`config.mk`:
```
export PLATFORM = sky130hd
export DESIGN_NAME = maple_tx
export DESIGN_NICKNAME = d
export VERILOG_FILES = /design/src/rtl/maple_tx.sv
export SDC_FILE = /design/constraint.sdc
export NUM_CORES = 1
export LEC_CHECK = 0
export ABC_AREA = 0
export CAP_MARGIN = 10
export CORE_ASPECT_RATIO = 0.7
export CORE_MARGIN = 3
export CORE_UTILIZATION = 50
export DETAILED_ROUTE_END_ITERATION = 10
export GPL_TIMING_DRIVEN = 0
export PLACE_DENSITY = 0.76
export RECOVER_POWER = 100
export SETUP_SLACK_MARGIN = 0.5
export SYNTH_ARGS = -nofsm -noshare
export SYNTH_HDL_FRONTEND = slang
export SYNTH_SLANG_ARGS = --single-unit
```
`constraint.sdc`:
```
create_clock -name clk -period 1.92 [get_ports clk]
set_input_delay 0.48 -clock clk [delete_from_list [all_inputs] [get_ports clk]]
set_output_delay 0.48 -clock clk [all_outputs]
set_load 0.03 [all_outputs]
```
`src/rtl/maple_tx.sv`:
```
// Maple bus line transmitter: start pattern, two-phase bit encoding, end pattern.
// Optional trailing XOR check byte when MAPLE_TX_CRC_EN is defined.
module maple_tx (
    input  logic       clk,
    input  logic       rst,
    input  logic       tick,
    input  logic [7:0] in_data,
    input  logic       in_valid,
    input  logic       in_last,
    output logic       in_ready,
    output logic       sdcka_out,
    output logic       sdckb_out,
    output logic       sdck_oe,
    output logic       busy,
    output logic       underrun
);

    typedef enum logic [1:0] {
        S_IDLE,
        S_START,
        S_DATA,
        S_END
    } state_t;

    state_t     r_state, w_state;
    logic [3:0] r_cnt, w_cnt;
    logic [2:0] r_bit, w_bit;
    logic [1:0] r_ph, w_ph;
    logic [7:0] r_sr, w_sr;
    logic       r_last, w_last;
    logic       r_a, w_a;
    logic       r_b, w_b;
    logic       r_und, w_und;
    logic       w_bnd;
    logic       w_dbit;
    logic       w_more;
`ifdef MAPLE_TX_CRC_EN
    logic [7:0] r_crc, w_crc;
    logic       r_crcph, w_crcph;
`endif

    assign w_bnd  = (r_state == S_DATA) && (r_bit == 3'd7) && (r_ph == 2'd2);
    assign w_dbit = r_sr[3'd7 - r_bit];
`ifdef MAPLE_TX_CRC_EN
    assign w_more = ~r_last & ~r_crcph;
`else
    assign w_more = ~r_last;
`endif

    always_ff @(posedge clk) begin
        if (rst) begin
            r_state <= S_IDLE;
            r_cnt   <= 4'd0;
            r_bit   <= 3'd0;
            r_ph    <= 2'd0;
            r_sr    <= 8'd0;
            r_last  <= 1'b0;
            r_a     <= 1'b1;
            r_b     <= 1'b1;
            r_und   <= 1'b0;
`ifdef MAPLE_TX_CRC_EN
            r_crc   <= 8'd0;
            r_crcph <= 1'b0;
`endif
        end else begin
            r_und <= 1'b0;
            if (tick) begin
                r_state <= w_state;
                r_cnt   <= w_cnt;
                r_bit   <= w_bit;
                r_ph    <= w_ph;
                r_sr    <= w_sr;
                r_last  <= w_last;
                r_a     <= w_a;
                r_b     <= w_b;
                r_und   <= w_und;
`ifdef MAPLE_TX_CRC_EN
                r_crc   <= w_crc;
                r_crcph <= w_crcph;
`endif
            end
        end
    end

    always_comb begin
        w_state = r_state;
        w_cnt   = r_cnt;
        w_bit   = r_bit;
        w_ph    = r_ph;
        w_sr    = r_sr;
        w_last  = r_last;
        w_a     = r_a;
        w_b     = r_b;
        w_und   = 1'b0;
`ifdef MAPLE_TX_CRC_EN
        w_crc   = r_crc;
        w_crcph = r_crcph;
`endif
        unique case (r_state)
            S_IDLE: begin
                w_a = 1'b1;
                w_b = 1'b1;
                if (in_valid) begin
                    w_state = S_START;
                    w_cnt   = 4'd0;
                    w_sr    = in_data;
                    w_last  = in_last;
`ifdef MAPLE_TX_CRC_EN
                    w_crc   = r_crc ^ in_data;
`endif
                end
            end
            S_START: begin
                w_cnt = r_cnt + 4'd1;
                if (r_cnt == 4'd0) begin
                    w_a = 1'b0;
                end else if (r_cnt == 4'd9) begin
                    w_a     = 1'b1;
                    w_state = S_DATA;
                    w_bit   = 3'd0;
                    w_ph    = 2'd0;
                end else begin
                    w_b = ~r_cnt[0];
                end
            end
            S_DATA: begin
                // even bits clock on A and carry data on B; odd bits swap
                if (r_ph == 2'd0) begin
                    if (r_bit[0]) w_a = w_dbit;
                    else          w_b = w_dbit;
                end else if (r_bit[0]) begin
                    w_b = r_ph[1];
                end else begin
                    w_a = r_ph[1];
                end
                if (r_ph == 2'd2) begin
                    w_ph  = 2'd0;
                    w_bit = r_bit + 3'd1;
                end else begin
                    w_ph = r_ph + 2'd1;
                end
                if (w_bnd) begin
                    if (w_more) begin
                        if (in_valid) begin
                            w_sr   = in_data;
                            w_last = in_last;
`ifdef MAPLE_TX_CRC_EN
                            w_crc  = r_crc ^ in_data;
`endif
                        end else begin
                            w_und   = 1'b1;
                            w_state = S_END;
                            w_cnt   = 4'd0;
                        end
`ifdef MAPLE_TX_CRC_EN
                    end else if (!r_crcph) begin
                        w_sr    = r_crc;
                        w_crcph = 1'b1;
`endif
                    end else begin
                        w_state = S_END;
                        w_cnt   = 4'd0;
                    end
                end
            end
            S_END: begin
                w_cnt = r_cnt + 4'd1;
                case (r_cnt)
                    4'd0:    w_a = 1'b1;
                    4'd1:    w_b = 1'b0;
                    4'd2:    w_a = 1'b0;
                    4'd3:    w_a = 1'b1;
                    4'd4:    w_a = 1'b0;
                    4'd5:    w_a = 1'b1;
                    4'd6:    w_b = 1'b1;
                    default: begin
                        w_state = S_IDLE;
                        w_a     = 1'b1;
                        w_b     = 1'b1;
                        w_cnt   = 4'd0;
`ifdef MAPLE_TX_CRC_EN
                        w_crc   = 8'd0;
                        w_crcph = 1'b0;
`endif
                    end
                endcase
            end
        endcase
    end

    always_comb begin
        sdcka_out = r_a;
        sdckb_out = r_b;
        sdck_oe   = (r_state != S_IDLE);
        busy      = (r_state != S_IDLE);
        underrun  = r_und;
        in_ready  = tick & ~rst & ((r_state == S_IDLE) | (w_bnd & w_more));
    end

endmodule

```
==> flow_summary_export.csv <==
group,metric,value,unit
setup_path,reg2reg_from,"r_state[0]",
placement,dp_hpwl,2.950,mm
hold_path,holdPathEnd,"r_sr[4]",
cells_and_area,syn_to_final_growth,58.11,%
cts,cts_tree,"yes",
drt,drc,0,
cts,clk_latency,0.27,ns
hold_path,hold_start,"r_sr[4]",
drt,drt.antenna.violating_nets,0,
cts,htreeDepth,1,
yosys,synth_area,1559,sq um
setup_path,cp-end-kind,"primary output",
floorplanning,die_area,3835,sq um
placement,gpl.final_weighted_congestion,0.8620,
timing,min_period,2.150,ns
hold_path,hold_depth,2,
drt,wl,6.222,mm
timing,fmax,0.4652,GHz
setup_path,crit_type,"register to primary output",
floorplanning,fp.dieH,52.72,microns
cts,cts_buffer_depth,2,
yosys,synth_compound_area_share,27.53,%
timing,worst_slack,-0.2296,ns
yosys,synth_mux_area_share,6.100,%
pwr,p_leak,0.0008729,uW
timing,max_slew_margin,57.36,%
timing,finClkSkew,0.004679,ns
drt,avgRoutedWirePerCell,23.22,microns
outcome,violations,"setup timing",
yosys,synth_cell_types,51,
yosys,synthFlopType,"dfxtp_1",
yosys,synth_warnings,0,
cts,cts_hold_buf,0,
timing,finalSetupViolCount,13,
floorplanning,start_util,54.08,%
hold_path,hold_path.class,"register to register",
yosys,synth-async-reset-ratio,0,%
floorplanning,pin_count,19,
grt,antenna_found_initial,0,
yosys,synth_top_family_by_area,"compound AO/OA/AOI/OAI gates",
yosys,ys_seq_area_share,29.53,%
placement,port_buffers,18,
outcome,outcome,"finished with violations",
yosys,ys_ff_latch,23,
timing,hold_violations,0,
cells_and_area,drive_gt1_share,46.98,%
timing,slew_viol_final,0,
pwr,peakVddDrop,0.0005609,V
job,cap_violations,0,
yosys,synth_edf_count,0,
cells_and_area,insertedDiodeCount,0,
setup_path,startpoint_type,"register",
cts,cts_root_buffer,"clkbuf_8",
floorplanning,die_x,72.74,microns
placement,dp.cells,234,
grt,overflow,0,
drt,vias_per_cell,6.966,
drt,dr.first_iter.drc_count,254,
yosys,synthAdderAreaFrac,8.828,%
drt,num_vias,1867,
setup_path,path_max_fanout,2,
grt,grt_first_pass_wirelength,7.707,mm
timing,rsz0062_at_grt,"yes",
cts,cts_sinks,23,
timing,tightest_slew,0.6235,ns
cells_and_area,final_nets,257,
grt,grt_pass1_vias,1572,
yosys,synth_xor_area_share,0,%
grt,grt_max_degree,13,
yosys,syn-instance-count,180,
cells_and_area,stdcell_count,268,
yosys,synth_nets,204,
setup_path,required,1.44,ns
drt,first_pass_iters,5,
setup_path,reg2reg_depth,11,
setup_path,rrSetupSlack,-0.18,ns
yosys,synthSimpleGateAreaFrac,21.11,%
cts,path_clk_slew,0.08,ns
floorplanning,design.core.area,2883,sq um
setup_path,arrival,1.67,ns
pwr,p_per_area,698.1,nW/um^2
grt,grt.total_usage,26.59,%
floorplanning,rows,16,
timing,setup_tns,-1.281,ns
setup_path,r2r-end,"r_last",
timing,fin_crit_sh,112.0,%
cts,cts-buffers-inserted,3,
yosys,avgSynthCellArea,8.661,sq um
per-stage QoR:
stage | util (%) | instance area [sq um] | hold slack [ns] | setup slack (ns) | power (uW)
6_report | 85.50 | 2465 | 0.4919 | -0.2296 | 1721
3_5_place_dp | 66.49 | 1917 | 0.4663 | -0.7503 | 1027
3_3_place_gp | 66.49 | 1917 | 0.4606 | -0.7182 | 1011
5_1_grt | 85.50 | 2465 | 0.5006 | -0.2659 | 1770
4_1_cts | 78.04 | 2250 | 0.4833 | -0.1043 | 1493
2_1_floorplan | - | 1692 | 0.4489 | 0.1341 | 886.7
per-layer routing:
layer  global-route usage [%]  wire (microns)  up-vias
met5                        0               0        -
met4                    9.509             411        0
met3                    5.172             733       56
met2                    43.41            2707      179
met1                    34.82            2369      856
li1                         -               -      776
layout make-up:
type / instances / area [sq um]
plain buffers: 11 / 91.34
clock buffers: 4 / 45.04
flip-flops and latches: 23 / 479.2
repair buffers: 48 / 445.4
well taps: 36 / 45.04
inverters: 12 / 56.30
multi-input cells: 134 / 1303
fillers: 138 / 417.9
how the worst max path moves through the flow:
| stage | start | endpoint | slack (ns) | cells after the start |
|---|---|---|---|---|
| after CTS | r_state[0] | in_ready | -0.10 | 8 |
| after detailed placement | tick | in_ready | -0.75 | 4 |
| after floorplan | r_state[0] | in_ready | 0.13 | 7 |
| after global routing | r_state[0] | in_ready | -0.27 | 8 |
| after global placement | tick | in_ready | -0.72 | 4 |
| final | r_state[0] | in_ready | -0.23 | 8 |
state kept, by name, summed over array words and instances, names as in the netlist:
register,flops
r_cnt,4
r_sr,8
r_state,2
underrun,1
r_ph,2
sdckb_out,1
sdcka_out,1
r_last,1
r_bit,3
what timing repair did:
action	in CTS	in global routing
setup endpoints to repair	29	27
setup buffers	20	8
endpoints found under the hold margin	0	0
pin swaps	24	14
gates cloned	2	0
gates resized for setup	65	31
cell usage in the layout, fill, tap and decap left out, drive strengths merged, types with 2 or more instances in the layout:
| cell | synthesis | layout |
|---|---|---|
| a2111oi | 4 | 4 |
| mux2i | 5 | 5 |
| nand2 | 4 | 4 |
| dfxtp | 23 | 23 |
| clkdlybuf4s15 | 0 | 2 |
| a31oi | 2 | 2 |
| o31ai | 4 | 4 |
| and4b | 2 | 2 |
| nor2b | 7 | 7 |
| mux2 | 2 | 2 |
| or4 | 2 | 2 |
| inv | 12 | 11 |
| or3 | 2 | 2 |
| buf | 9 | 41 |
| or3b | 2 | 2 |
| nor3 | 4 | 4 |
| o22ai | 2 | 2 |
| dlygate4sd2 | 0 | 2 |
| clkbuf | 2 | 8 |
| nand3 | 11 | 11 |
| o41a | 2 | 2 |
| ha | 11 | 11 |
| clkdlybuf4s50 | 0 | 10 |
| a21oi | 19 | 19 |
| nand2b | 5 | 5 |
| nor2 | 8 | 8 |
| o21ai | 16 | 16 |
critical path: stages (launching register included):
cell	delay [ns]
dfxtp_2	0.34
inv_2	0.10
ha_4	0.16
buf_6	0.10
nand4b_1	0.14
nor2_2	0.23
nor2_2	0.07
nor3_4	0.12
buf_6	0.15
synthesized netlist by cell type, types with 4 or more instances:
library cell	n	area share, %
nand2b_1	5	2.0
buf_2	5	1.6
mux2i_1	5	3.2
nand2_1	4	0.96
dfxtp_1	23	30
ha_1	11	8.8
a21oi_1	19	6.1
nor2b_1	7	2.8
o31ai_1	4	1.9
nand3_1	11	3.5
nor3_1	4	1.3
o21ai_0	15	4.8
nor2_1	8	1.9
inv_1	12	2.9
logic make-up (layout without fill, tap and decap cells):
logic type	count (synthesis)	after routing
AND/OR/NAND/NOR	56	56
multiplexers	8	8
flip-flops	23	23
AO/OA/AOI/OAI	59	59
buffers and inverters	23	75
adder cells (fa/ha/maj)	11	11
where the power goes:
| group | total, uW | leakage, uW | internal [uW] | switching [uW] |
|---|---|---|---|---|
| sequential | 544 | 0.000191 | 508 | 36.1 |
| clock | 315 | 0.0000228 | 149 | 166 |
| combinational | 862 | 0.000659 | 413 | 449 |
| total | 1720 | 0.000873 | 1070 | 651 |
Note: power is estimated with default switching activity, not from simulation.
